`src/rtl/array_fill_pkg.sv`:
```
// rtl/array_fill_pkg.sv - shared types and constants for the array fill writer
// Contents: FSM state enum, default WIDTH/DEPTH, request mode encodings.
package array_fill_pkg;

    localparam int DEFAULT_WIDTH = 8;
    localparam int DEFAULT_DEPTH = 4;

    localparam logic MODE_SINGLE = 1'b0;
    localparam logic MODE_BURST  = 1'b1;

    typedef enum logic [1:0] {
        IDLE = 2'd0,
        FILL = 2'd1,
        DONE = 2'd2
    } state_t;

endpackage

```
`src/rtl/array_fill_store.sv`:
```
// rtl/array_fill_store.sv - register array with one write port and optional parity
// Ports: clk, rst_n (sync active-low), we/waddr/wdata (write port),
//        out_array (flattened entries, entry i at [i*WIDTH +: WIDTH]),
//        out_parity (only with ARRAY_FILL_WRITER_PARITY_EN: per-entry XOR).
module array_fill_store
    import array_fill_pkg::*;
#(
    parameter  int WIDTH = DEFAULT_WIDTH,
    parameter  int DEPTH = DEFAULT_DEPTH,
    localparam int IW    = $clog2(DEPTH)
) (
    input  logic                   clk,
    input  logic                   rst_n,
    input  logic                   we,
    input  logic [IW-1:0]          waddr,
    input  logic [WIDTH-1:0]       wdata,
    output logic [DEPTH*WIDTH-1:0] out_array
`ifdef ARRAY_FILL_WRITER_PARITY_EN
    ,
    output logic [DEPTH-1:0]       out_parity
`endif
);

    logic [DEPTH-1:0][WIDTH-1:0] mem;

    always_ff @(posedge clk) begin
        if (!rst_n) begin
            mem <= '0;
        end else if (we) begin
            mem[waddr] <= wdata;
        end
    end

    // Packed array flattens with entry 0 in the least significant slice.
    assign out_array = mem;

`ifdef ARRAY_FILL_WRITER_PARITY_EN
    logic [DEPTH-1:0] par;

    // Parity is computed from the write data so it lands on the same edge as the entry.
    always_ff @(posedge clk) begin
        if (!rst_n) begin
            par <= '0;
        end else if (we) begin
            par[waddr] <= ^wdata;
        end
    end

    assign out_parity = par;
`endif

endmodule

```
`src/rtl/array_fill_writer.sv`:
```
// rtl/array_fill_writer.sv - single-write / burst-fill controller over a small register array
// Ports: clk, rst_n (sync active-low); in_valid/in_ready request handshake;
//        in_mode (0 single, 1 burst), in_data (data or base), in_index (entry or start);
//        out_array (entries), out_busy (FILL), out_done (one-cycle completion pulse);
//        out_parity only when ARRAY_FILL_WRITER_PARITY_EN is defined.
module array_fill_writer
    import array_fill_pkg::*;
#(
    parameter  int WIDTH = DEFAULT_WIDTH,
    parameter  int DEPTH = DEFAULT_DEPTH,
    localparam int IW    = $clog2(DEPTH)
) (
    input  logic                   clk,
    input  logic                   rst_n,
    input  logic                   in_valid,
    output logic                   in_ready,
    input  logic                   in_mode,
    input  logic [WIDTH-1:0]       in_data,
    input  logic [IW-1:0]          in_index,
    output logic [DEPTH*WIDTH-1:0] out_array,
    output logic                   out_busy,
    output logic                   out_done
`ifdef ARRAY_FILL_WRITER_PARITY_EN
    ,
    output logic [DEPTH-1:0]       out_parity
`endif
);

    state_t           state, state_next;
    logic [WIDTH-1:0] base;
    logic [IW-1:0]    start;
    logic [IW-1:0]    k;

    logic             accept;
    logic             we;
    logic [IW-1:0]    waddr;
    logic [WIDTH-1:0] wdata;

    assign accept = in_valid && (state == IDLE);

    always_ff @(posedge clk) begin
        if (!rst_n) begin
            state <= IDLE;
        end else begin
            state <= state_next;
        end
    end

    always_comb begin
        state_next = state;
        we         = 1'b0;
        waddr      = '0;
        wdata      = '0;
        case (state)
            IDLE: begin
                if (accept) begin
                    if (in_mode == MODE_BURST) begin
                        state_next = FILL;
                    end else begin
                        state_next = DONE;
                        we         = 1'b1;
                        waddr      = in_index;
                        wdata      = in_data;
                    end
                end
            end
            FILL: begin
                // Index and data both wrap naturally in their own widths.
                we    = 1'b1;
                waddr = start + k;
                wdata = base + WIDTH'(k);
                if (k == IW'(DEPTH - 1)) begin
                    state_next = DONE;
                end
            end
            DONE: begin
                state_next = IDLE;
            end
            default: begin
                state_next = IDLE;
            end
        endcase
    end

    always_ff @(posedge clk) begin
        if (!rst_n) begin
            base  <= '0;
            start <= '0;
            k     <= '0;
        end else if (accept && (in_mode == MODE_BURST)) begin
            base  <= in_data;
            start <= in_index;
            k     <= '0;
        end else if (state == FILL) begin
            k <= k + 1'b1;
        end
    end

    assign in_ready = (state == IDLE);
    assign out_busy = (state == FILL);
    assign out_done = (state == DONE);

    array_fill_store #(
        .WIDTH (WIDTH),
        .DEPTH (DEPTH)
    ) u_store (
        .clk       (clk),
        .rst_n     (rst_n),
        .we        (we),
        .waddr     (waddr),
        .wdata     (wdata),
        .out_array (out_array)
`ifdef ARRAY_FILL_WRITER_PARITY_EN
        ,
        .out_parity(out_parity)
`endif
    );

endmodule
```
`config.mk`:
```
export PLATFORM = sky130hd
export DESIGN_NAME = array_fill_writer
export DESIGN_NICKNAME = d
export VERILOG_FILES = /design/src/rtl/array_fill_pkg.sv /design/src/rtl/array_fill_store.sv /design/src/rtl/array_fill_writer.sv
export SDC_FILE = /design/constraint.sdc
export NUM_CORES = 1
export LEC_CHECK = 0
export BUFFER_PORTS_ARGS = -buffer_cell sky130_fd_sc_hd__buf_4
export CORE_MARGIN = 4
export CORE_UTILIZATION = 27
export DETAILED_ROUTE_END_ITERATION = 10
export SLEW_MARGIN = 20
export SYNTH_ARGS = -nofsm -noshare
export SYNTH_HDL_FRONTEND = slang
export SYNTH_SLANG_ARGS = --single-unit
```
`constraint.sdc`:
```
create_clock -name clk -period 1.6 [get_ports clk]
set_input_delay 0.24 -clock clk [delete_from_list [all_inputs] [get_ports clk]]
set_output_delay 0.24 -clock clk [all_outputs]
set_load 0.1 [all_outputs]
```
Word level (Yosys, flattened, before mapping). Index checks and enable logic that the tools add are counted.

Register bits: 46. Bits in latches: 0. Memory bits (writable): 0. Memory bits (read-only): 0. Input port bits: 14. Memories: 0.

Add/subtract/negate cells: 3. $mul: 0. Div/mod/pow operators: 0. $lt $le $gt $ge: 2. Equality and inequality tests: 5. Shift-type cells: 0. Muxes and demuxes: 16. Bitwise gates (word level): 1. Reductions and logical operators: 6.

Operator list (count): $bwmux 32 (1); $mux 8 (3); $demux 8 s2 (1); $pmux 8 s2 (1); $mux 2 (5); $add 8x2->8 (1); $pmux 2 s2 (2); $eq 2x2->1 const B (2); $ne 2x1->1 const B (2); $logic_and 1x1->1 (3); $lt 2x3->1 const B (1); $add 2x1->2 const B (1); $add 2x2->2 (1); $eq 2x1->1 const B (1); $ge 2x1->1 const B (1); $logic_not 2->1 (1); $mux 1 (2); $pmux 1 s2 (1); $reduce_and 2->1 (1); $reduce_or 2->1 (1); $not 1->1 (1).

Longest topological paths before layout. Gate-level depths: netlist (run 1).

Word-level depth: 9. Mapped depth: 7.

Modules after synthesis. Synthesis (run 1) repeated with hierarchy kept, for this count alone.

Cells, all modules: 225. Area total of the unflattened synthesis: 2044.5 µm².

By module, submodules not included: array_fill_store (times used 1, cells an instance 115, area each 1176.1 µm², seq. area each 640.6 µm²); array_fill_writer (times used 1, cells an instance 110, area each 868.3 µm², seq. area each 280.3 µm²).

Worst setup path after synthesis (run 1). No wires, ideal clock.

Path kind: register to register. Start: reg state[0]. End: reg start[0]. Setup time: 70 ps. Arrival time: 2476 ps. Required time: 1530 ps. Setup slack: -947 ps. Stages on the path, launching flop included: 7. Path buffers: 2. Clock period less this slack: 2547 ps. Cells stage by stage: dfxtp_1 buf_6 nor2_1 and3_1 clkbuf_1 nand2_1 a21oi_1.

Cells in the longest elaborated chain, start to end: 3.

RTL lines: from (decl) (RTL line array_fill_writer.sv:29) `state_t state, state_next;`; from (signal assigned) (RTL line array_fill_writer.sv:45) `state <= state_next;`; $logic_not 2->1; named net in_ready (RTL line array_fill_writer.sv:16) `output logic in_ready,`; $logic_and 1x1->1 (RTL line array_fill_writer.sv:39) `assign accept = in_valid && (state == IDLE);`; $logic_and 1x1->1 (RTL line array_fill_writer.sv:90) `end else if (accept && (in_mode == MODE_BURST)) begin`; to (signal assigned) (RTL line array_fill_writer.sv:92) `start <= in_index;`; to (decl) (RTL line array_fill_writer.sv:31) `logic [IW-1:0] start;`.

The timed path passes the listed nets, and every way through them passes these cells. A chain may end at the register's enable or synchronous reset.

Final worst setup path (run 1).
Start: reg k[0]. End: reg u_store.mem (netlist bit u_store.out_array[2]).

Cells in the longest elaborated chain, start to end: 7. Elaborated cells on any way between the ends: 10. Classes of those cells: add/sub (2); order compare (2); mux (5); reduce/logical (1).

RTL lines: from (decl) (RTL line array_fill_writer.sv:32) `logic [IW-1:0] k;`; from (signal assigned) (RTL line array_fill_writer.sv:95) `k <= k + 1'b1;`; $add 2x2->2 (RTL line array_fill_writer.sv:70) `waddr = start + k;`; $pmux 2 s2 (RTL line array_fill_writer.sv:54) `case (state)`; $lt 2x3->1 (not written as such) or $ge 2x1->1 (tied branches) (RTL line array_fill_store.sv:30) `mem[waddr] <= wdata;`; $logic_and 1x1->1 (not written as such) (RTL line array_fill_store.sv:30); $mux 8 (not written as such) (RTL line array_fill_store.sv:30); $demux 8 s2; $bwmux 32 (*) (RTL line array_fill_store.sv:30); to (signal, indexed assignment) (RTL line array_fill_store.sv:30); to (decl) (RTL line array_fill_store.sv:24) `logic [DEPTH-1:0][WIDTH-1:0] mem;`.

Mark *: on every way between the ends. The rest lies on a longest branch, timed or not.

==> results.sh, run 1 <==
export IMPL_outcome="finished, violations left"
export IMPL_violations="negative setup slack"
export IMPL_synth_distinct_cells=44
export IMPL_drt_pass1_iter_count=4
export IMPL_die_area_sq_um=9185
export IMPL_fin_skew_ns=0.007939
export IMPL_yosysSeqAreaShare=0.4420
export IMPL_reg2reg_from="k[0]"
export IMPL_end_kind="flop"
export IMPL_diodes=0
export IMPL_path_cells="ha_4 > fa_2 > xor2_1 > a22oi_1 > or3_4 > mux2i_1"
export IMPL_worst_slew_pin_slew_ns=0.3913
export IMPL_antenna_found_initial=0
export IMPL_arrival_ns=1.93
export IMPL_htreeDepth=2
export IMPL_num_io_pins=49
export IMPL_routedWlPerCell_um=15.12
export IMPL_final_max_slew_viol_count=0
export IMPL_grt_max_degree=21
export IMPL_clk_latency_ns=0.31
export IMPL_setup_tns_final_ns=-1.013
export IMPL_nNetsFinal=326
export IMPL_drv_cap=0
export IMPL_slowest_delay_ns=0.38
export IMPL_drtIter0Drc=80
export IMPL_synth_enable_flop_cells=0
export IMPL_drc=0
export IMPL_avgSynthCellArea_sq_um=9.426
export IMPL_crit_fanout=4
export IMPL_layout_setup_ws_ns=-0.08528
export IMPL_area_growth_pct=55.14
export IMPL_vias=1951
export IMPL_crit_path_end="u_store.out_array[2]"
export IMPL_ant_nets=0
export IMPL_row_count=31
export IMPL_setup_viol=20
export IMPL_layout_drive_gt1_share=0.4578
export IMPL_wirelength_um=6153
export IMPL_placed_area_sq_um=2820
export IMPL_syn_nets=240
export IMPL_grt_pass1_vias=1967
export IMPL_synthArstFlopShare=0
export IMPL_cts_sinks=46
export IMPL_cp_top_family="adder cells"
export IMPL_fp_dieH_um=95.84
export IMPL_via_per_inst=4.794
export IMPL_crit_required_ns=1.84
export IMPL_yosys_warnings=0
export IMPL_final_cell_area_sq_um=3232
export IMPL_core_area_sq_um=7370
export IMPL_peakVddDrop_mv=0.5199
export IMPL_start_util=0.2827
export IMPL_worst_path_stages=6
export IMPL_hpwl_um=4210
export IMPL_reg2reg_slack_ns=-0.09
export IMPL_startpoint_type="flop"
export IMPL_hold_viol_final=0
export IMPL_critPathSlowestCell="dfxtp_4"
export IMPL_grt_usage=0.1375
export IMPL_numCtsBuffers=5
export IMPL_tritoncts="done"
export IMPL_synthCells=221
export IMPL_clkTransAtPathRegs_ns=0.10
export IMPL_synthTopCellsByArea="dfxtp_1, mux2i_1, nand2_1"
export IMPL_ctsHoldBuffers=0
export IMPL_rsz0062_at_grt="true"
export IMPL_synthFlopType="dfxtp_1"
export IMPL_die_x_um=95.84
export IMPL_hold_ws_ns=0.1772
export IMPL_place_congestion=0.8021
export IMPL_syn_area_sq_um=2083
export IMPL_clockBufferDepth=2
export IMPL_criticalPathCategory="flop to flop"
export IMPL_max_clock_freq_ghz=0.5934
export IMPL_cp_startpoint="k[0]"
export IMPL_final_util=0.4385
export IMPL_max_slew_margin_rel=0.7386
export IMPL_leakage_nw=1.407
export IMPL_crit_buf_inv=0
export IMPL_regToRegEndpoint="u_store.out_array[2]"
export IMPL_powerDensity_nw_per_um2=824.0
export IMPL_root_buffer="clkbuf_8"
export IMPL_ff2ff_path_depth=6
export IMPL_final_period_utilization=1.053
export IMPL_synth_top_area_cell="dfxtp_1"
export IMPL_grt_ovfl_total=0
export IMPL_fin_crit_ns=1.685
export IMPL_grt_pass1_wl_um=9825
export IMPL_hp_class="input pin to flop"
export IMPL_synth_seq_cells=46
export IMPL_io_buffers=48
export IMPL_post_synth_top_area_fraction=0.4420
-- tightest hold or removal path: stages --
cell and delay (ns):
buf_4 0.11, nand2_1 0.05, a21oi_1 0.05
-- layout make-up --
| class | count | area [sq um] |
|---|---|---|
| clock buffer | 5 | 68.82 |
| clock inverter | 3 | 23.77 |
| fill | 725 | 4138 |
| inverter | 3 | 16.27 |
| multi-input combinational | 163 | 1328 |
| sequential | 46 | 930.9 |
| tap | 99 | 123.9 |
| timing repair buffer | 88 | 740.7 |
-- cells in the mapped netlist, types with 2 or more instances --
cell and n:
dfxtp_1 46, a21oi_1 27, a311oi_1 5, xnor2_1 2, buf_6 2, a22o_1 2, and2_1 2, and2_4 2
nand2b_1 2, ha_1 4, a211oi_1 10, mux2i_1 20, nand3_1 3, o211a_1 2, or2b_1 2, nand2_2 4
clkbuf_1 6, nand2_1 49, nor4_1 4, nor2_1 3
-- timing repair --
item | CTS | global route
pin swaps | 3 | 12
cloned | 1 | 0
setup endpoints to repair | 34 | 34
resized for setup | 39 | 18
buffers inserted | 4 | 1
-- per-stage QoR --
stage | instances | worst slack, ns | total power, mW
2_1_floorplan | 221 | -0.06312 | 1.645
3_3_place_gp | 393 | -0.2649 | 1.846
3_5_place_dp | 393 | -0.3076 | 1.848
4_1_cts | 406 | -0.09113 | 2.670
5_1_grt | 407 | -0.1659 | 2.769
6_report | 407 | -0.08528 | 2.663
-- how the worst min path moves through the flow --
| stage | depth (start not counted) | end | from |
|---|---|---|---|
| 2_1_floorplan | 2 | base[0] | in_data[0] |
| 3_3_place_gp | 2 | u_store.out_array[28] | u_store.out_array[28] |
| 4_1_cts | 3 | base[0] | in_data[0] |
| 5_1_grt | 3 | base[0] | in_data[0] |
| 6_report | 3 | base[0] | in_data[0] |
| 3_5_place_dp | 2 | u_store.out_array[3] | u_store.out_array[3] |
-- layer usage --
| metal | vias up | part of all wire | GRT usage |
|---|---|---|---|
| met5 | - | 0 | 0 |
| met4 | 0 | 0.018 | 0.04147 |
| met3 | 11 | 0.061 | 0.02893 |
| met2 | 61 | 0.47 | 0.2270 |
| met1 | 909 | 0.45 | 0.1796 |
| li1 | 970 | - | - |
-- sequential cells by signal, indices dropped and copies added, names as in the netlist --
signal,count
base,8
k,2
start,2
state,2
u_store.out_array,32
-- power breakdown --
part | internal (mW) | leakage (nW) | switching [mW] | total, mW
registers | 1.19 | 0.376 | 0.0308 | 1.22
clock network | 0.313 | 0.0408 | 0.428 | 0.741
logic | 0.266 | 0.990 | 0.440 | 0.706
total | 1.76 | 1.41 | 0.899 | 2.66
-- placed cells by master (no fill, tap or decap), types with 4 or more instances in the layout --
cell type / instances
buf_12: 4
buf_6: 6
mux2i_1: 20
a311oi_1: 4
clkbuf_8: 5
nand2_1: 48
nand2_4: 4
a211oi_1: 4
a21oi_1: 25
a211oi_2: 6
dfxtp_1: 40
dfxtp_2: 5
and2_4: 4
buf_4: 77
-- cells by family after synthesis --
kind of cell | Yosys count | synth area share
mux | 20 | 0.09610
flops | 46 | 0.4420
xor+xnor | 4 | 0.02342
buf+inv | 13 | 0.03122
compound gates | 54 | 0.1820
fa+ha+maj | 5 | 0.03363
simple gates | 79 | 0.1916
Power figures use the tool's default switching activity.
==> run 2: changes to the inputs <==
--- a/config.mk
+++ b/config.mk
@@ -7,4 +7,5 @@
 export LEC_CHECK = 0
 export BUFFER_PORTS_ARGS = -buffer_cell sky130_fd_sc_hd__buf_4
+export CAP_MARGIN = 40
 export CORE_MARGIN = 4
 export CORE_UTILIZATION = 27
==> constraint.sdc (replaced) <==
create_clock -name clk -period 1.7 [get_ports clk]
set_input_delay 0.085 -clock clk [delete_from_list [all_inputs] [get_ports clk]]
set_output_delay 0.085 -clock clk [all_outputs]
set_load 0.1 [all_outputs]
==> run 2 against run 1 <==
Highest routed layer unchanged. Core utilization decreased by 0.65 points. Largest power group unchanged. Flip-flop and latch count did not move. Clock skew down 0.0019 ns. The run still ends with negative setup slack left. Register-to-register slack improved by 0.07 ns. Combinational power decreased by 10%. Final cell count shrank 0.49%.
==> results.sh, run 2 (same netlist as run 1, synthesis figures left out) <==
export IMPL_fin_crit_ns=1.717
export IMPL_crit_fanout=4
export IMPL_total_power_mw=2.456
export IMPL_grt_pass1_wl_um=9190
export IMPL_setup_viol=5
export IMPL_root_buffer="clkbuf_8"
export IMPL_hp_class="input pin to flop"
export IMPL_tritoncts="done"
export IMPL_grt_pass1_vias=1842
export IMPL_cts_sinks=46
export IMPL_powerDensity_nw_per_um2=771.1
export IMPL_outcome="finished, violations left"
export IMPL_final_max_slew_viol_count=0
export IMPL_nFillCells=767
export IMPL_hpwl_um=4186
export IMPL_antenna_found_initial=0
export IMPL_num_io_pins=49
export IMPL_final_util=0.4321
export IMPL_ant_nets=0
export IMPL_final_period_utilization=1.010
export IMPL_diodes=0
export IMPL_final_common_cell="buf_4"
export IMPL_drv_cap=0
export IMPL_setup_tns_final_ns=-0.05923
export IMPL_rsz0062_at_grt="true"
export IMPL_drtIter0Drc=74
export IMPL_wirelength_um=5998
export IMPL_grt_ovfl_total=0
export IMPL_area_growth_pct=52.85
export IMPL_numCtsBuffers=5
export IMPL_grt_usage=0.1276
export IMPL_end_kind="flop"
export IMPL_place_ws_ns=-0.1295
export IMPL_ctsHoldBuffers=0
export IMPL_hp_start="in_data[2]"
export IMPL_arrival_ns=1.95
export IMPL_die_area_sq_um=9185
export IMPL_stdcell_count=405
export IMPL_start_util=0.2827
export IMPL_busiest_layer="met2"
export IMPL_startpoint_type="flop"
export IMPL_hold_viol_final=0
export IMPL_fp_dieH_um=95.84
export IMPL_crit_required_ns=1.93
export IMPL_slowest_delay_ns=0.42
export IMPL_criticalPathCategory="flop to flop"
export IMPL_htreeDepth=2
export IMPL_max_clock_freq_ghz=0.5825
export IMPL_die_x_um=95.84
export IMPL_io_buffers=48
export IMPL_layout_setup_ws_ns=-0.01684
export IMPL_grt_max_degree=29
export IMPL_peakVddDrop_mv=0.4618
export IMPL_clkTransAtPathRegs_ns=0.09
export IMPL_crit_buf_inv=1
export IMPL_drt_pass1_iter_count=4
export IMPL_leakage_nw=1.369
export IMPL_place_congestion=0.8042
export IMPL_nNetsFinal=324
export IMPL_violations="negative setup slack"
export IMPL_clockBufferDepth=2
export IMPL_reg2reg_from="k[1]"
export IMPL_worst_slew_pin_slew_ns=0.4221
export IMPL_row_count=31
export IMPL_vias=1900
export IMPL_use_met1=0.1796
export IMPL_routedWlPerCell_um=14.81
export IMPL_via_per_inst=4.691
export IMPL_path_cells="buf_6 > fa_2 > xor2_1 > a22oi_1 > or3_4 > mux2i_1"
export IMPL_multi_input_area_sq_um=1320
export IMPL_cp_startpoint="k[1]"
export IMPL_cp_top_family="adder cells"
export IMPL_largest_reg_flops=32
export IMPL_placedCellCount=390
export IMPL_clk_latency_ns=0.29
export IMPL_layout_drive_gt1_share=0.4608
export IMPL_grt_util_met3=0.02815
export IMPL_max_slew_margin_rel=0.7186
export IMPL_critPathSlowestCell="fa_2"
export IMPL_seq_area_sq_um=933.4
export IMPL_fin_skew_ns=0.006019
export IMPL_mostFrequentLayoutCells="buf_4, nand2_1, dfxtp_1"
export IMPL_grtUsageMet2=0.2032
export IMPL_drc=0
export IMPL_core_area_sq_um=7370
-- run 2: area by class of cell --
type                    count  area share
clock buffers               5     0.02161
clock inverters             3    0.006680
inverters                   3    0.004322
multi-input cells         162      0.4145
flip-flops and latches     46      0.2931
well taps                  99     0.03890
repair buffers             87      0.2208
-- run 2: worst paths after layout --
check / slack [ns] / endpoint / depth (start not counted)
hold reg to reg: 0.46 / u_store.out_array[3] / 2
setup reg to reg: -0.02 / u_store.out_array[18] / 6
hold / removal: 0.05 / base[2] / 3
setup / recovery: -0.02 / u_store.out_array[18] / 6
-- run 2: worst reg2reg max path, delay by kind of cell, from the launching register on --
kind,cells,cell delay [ns]
and+or+nand+nor,1,0.37
adders and majority gates,1,0.42
buffers and inverters,1,0.12
xor gates and xnor gates,1,0.16
muxes,1,0.14
AOI/OAI and AO/OA,1,0.08
DFF,1,0.37
-- run 2: per-layer routing --
| layer | part of all wire | vias to the layer above |
|---|---|---|
| met3 | 0.047 | 4 |
| met4 | 0.0060 | 0 |
| met1 | 0.48 | 884 |
| met2 | 0.47 | 50 |
| met5 | 0 | - |
| li1 | - | 962 |
-- run 2: stage by stage --
step	hold WS, ns	instance area (sq um)
floorplan	0.2210	2098
global placement	0.3537	2781
detailed placement	0.3579	2781
CTS	0.03738	2967
global route	0.04964	3184
finish	0.04655	3184
-- run 2: timing repair --
| item | CTS | global route |
|---|---|---|
| endpoints found under the hold margin | 0 | 0 |
| gates resized for setup | 14 | 41 |
| setup buffers | 4 | 4 |
| pin swaps | 3 | 18 |
| setup endpoints to repair | 27 | 29 |
-- run 2: report_power, final --
group          total [mW]  switching (mW)  internal, mW
sequential           1.15          0.0337          1.11
clock               0.674           0.385         0.290
combinational       0.634           0.403         0.231
==> run 3: changes to the inputs <==
ABC_AREA = 1   (was unset)
==> run 3 against run 2 <==
The flow now finishes without violations. Non-clock buffer count shrank 23. Clock-buffer cell count grew 1. Final cell count grew 26%. Core utilization shrank 7.5 points. Maximum frequency grew 7.0%. Global-route usage shrank 1.0 points. Total power grew 22%.
==> results.sh, run 3 <==
export IMPL_cp_top_family="simple AND/OR/NAND/NOR gates"
export IMPL_min_path_cells=3
export IMPL_synth_top_area_cell="dfxtp_1"
export IMPL_avgSynthCellArea_sq_um=6.973
export IMPL_hpwl_um=4483
export IMPL_grt_usage=0.1175
export IMPL_powerDensity_nw_per_um2=969.2
export IMPL_yosys_warnings=0
export IMPL_core_area_sq_um=8678
export IMPL_max_slew_margin_rel=0.7587
export IMPL_max_clock_freq_ghz=0.6233
export IMPL_drv_cap=0
export IMPL_wirelength_um=5933
export IMPL_setup_viol=0
export IMPL_numCtsBuffers=5
export IMPL_layout_drive_gt1_share=0.2829
export IMPL_fin_crit_ns=1.604
export IMPL_yosysSeqAreaShare=0.3861
export IMPL_placedCellCount=500
export IMPL_start_util=0.2748
export IMPL_htreeDepth=2
export IMPL_reg2reg_from="base[0]"
export IMPL_layout_setup_ws_ns=0.09569
export IMPL_outcome="finished, final reports clean"
export IMPL_total_power_mw=3.001
export IMPL_hold_viol_final=0
export IMPL_clk_latency_ns=0.30
export IMPL_grt_pass1_wl_um=9708
export IMPL_peakVddDrop_mv=0.3374
export IMPL_crit_buf_inv=1
export IMPL_hp_start="in_data[6]"
export IMPL_mostFrequentLayoutCells="nand2_1, nor2_1, buf_4"
export IMPL_hold_path_endpoint="base[6]"
export IMPL_final_common_cell="nand2_1"
export IMPL_hp_class="input pin to flop"
export IMPL_rsz0062_at_grt="false"
export IMPL_drc=0
export IMPL_final_cell_area_sq_um=3097
export IMPL_place_congestion=0.8157
export IMPL_synth_distinct_cells=30
export IMPL_stdcell_count=511
export IMPL_synthCells=342
export IMPL_synth_common_cells="nand2_1, nor2_1, dfxtp_1"
export IMPL_area_growth_pct=29.85
export IMPL_clockBufferDepth=2
export IMPL_path_cells="ha_4 > fa_2 > or2_2 > nand3_2 > o21ai_2 > inv_1 > nand3_1 > nand2_1 > nor2_1"
export IMPL_slowest_delay_ns=0.34
export IMPL_grt_ovfl_total=0
export IMPL_clkTransAtPathRegs_ns=0.08
export IMPL_critPathSlowestCell="dfxtp_2"
export IMPL_die_x_um=102.0
export IMPL_fp_dieH_um=102.0
export IMPL_die_area_sq_um=10400
export IMPL_arrival_ns=1.80
export IMPL_regToRegEndpoint="u_store.out_array[26]"
export IMPL_grt_max_degree=31
export IMPL_tritoncts="done"
export IMPL_reg2reg_slack_ns=0.1
export IMPL_final_util=0.3568
export IMPL_leakage_nw=1.549
export IMPL_place_ws_ns=-0.08996
export IMPL_antenna_found_initial=0
export IMPL_ant_nets=0
export IMPL_crit_required_ns=1.90
export IMPL_ctsHoldBuffers=0
export IMPL_row_count=34
export IMPL_synth_seq_cells=46
export IMPL_nNetsFinal=421
export IMPL_drtIter0Drc=51
export IMPL_setup_tns_final_ns=0
export IMPL_ff2ff_path_depth=9
export IMPL_via_per_inst=4.272
export IMPL_synth_enable_flop_cells=0
export IMPL_vias=2183
export IMPL_final_period_utilization=0.9437
export IMPL_post_synth_top_area_fraction=0.3861
export IMPL_startpoint_type="flop"
export IMPL_placed_area_sq_um=2893
export IMPL_diodes=0
export IMPL_worst_slew_pin_slew_ns=0.3616
export IMPL_root_buffer="clkbuf_8"
export IMPL_syn_area_sq_um=2385
export IMPL_yosysMostFrequentCell="nand2_1"
export IMPL_hold_ws_ns=0.02622
export IMPL_crit_fanout=3
export IMPL_grt_pass1_vias=2025
export IMPL_syn_nets=361
export IMPL_num_io_pins=49
export IMPL_end_kind="flop"
export IMPL_criticalPathCategory="flop to flop"
export IMPL_synthArstFlopShare=0
export IMPL_drt_pass1_iter_count=4
export IMPL_synthFlopType="dfxtp_1"
export IMPL_cts_sinks=46
export IMPL_io_buffers=48
export IMPL_largest_reg_flops=32
export IMPL_final_max_slew_viol_count=0
export IMPL_synthTopCellsByArea="dfxtp_1, nand2_1, nor2_1"
export IMPL_fin_skew_ns=0.008596
export IMPL_routedWlPerCell_um=11.61
run 3: cell types whose count changed after synthesis, moves of 9 or more:
| cell | previous run | this run |
|---|---|---|
| nand3_1 | 3 | 18 |
| nand2_1 | 49 | 84 |
| inv_1 | 1 | 41 |
| nor2_1 | 3 | 79 |
| o21ai_0 | 1 | 12 |
| a211oi_1 | 10 | 1 |
| a21oi_1 | 27 | 9 |
| mux2i_1 | 20 | 0 |
run 3: repair_timing:
action	4_1_cts	5_1_grt
pin swaps	0	4
gates resized for setup	5	15
setup buffers	0	4
cloned	0	0
setup endpoints to repair	12	27
run 3: logic make-up after synthesis:
| family | after synthesis | synth area share |
|---|---|---|
| XOR/XNOR | 1 | 0.003673 |
| AND/OR/NAND/NOR | 205 | 0.3972 |
| AO/OA/AOI/OAI | 30 | 0.07555 |
| flip-flops | 46 | 0.3861 |
| adder cells (fa/ha/maj) | 5 | 0.02938 |
| buffers and inverters | 55 | 0.1081 |
run 3: how the worst max path moves through the flow:
stage,to,slack [ns],start,depth (start not counted)
final,u_store.out_array[26],0.1,base[0],9
after global routing,u_store.out_array[6],0.0002,k[0],9
after CTS,u_store.out_array[4],0.01,base[0],10
after detailed placement,u_store.out_array[26],-0.09,base[0],9
after global placement,u_store.out_array[26],-0.03,base[0],9
after floorplan,u_store.out_array[24],-0.09,state[0],9
run 3: worst min-delay path, cell delays in order:
cell	delay, ns
buf_4	0.09
nor2_1	0.04
nor2_1	0.08
run 3: routing by layer:
layer,vias up,track usage,wire (um)
met5,-,0,0
met1,968,0.1558,2849
li1,1163,-,-
met4,0,0.03330,66
met3,8,0.03208,304
met2,44,0.1879,2713
run 3: power breakdown:
| group | switching [mW] | leakage (nW) | internal [mW] |
|---|---|---|---|
| logic | 0.729 | 1.12 | 0.249 |
| registers | 0.0555 | 0.377 | 1.16 |
| clock network | 0.373 | 0.0514 | 0.439 |
run 3: final cells by class:
cell class	instances	area [sq um]
well taps	108	135.1
fillers	941	5582
clock inverters	2	37.54
inverters	44	172.7
clock buffers	6	72.57
repair buffers	64	493.0
multi-input cells	241	1260
flip-flops and latches	46	925.9
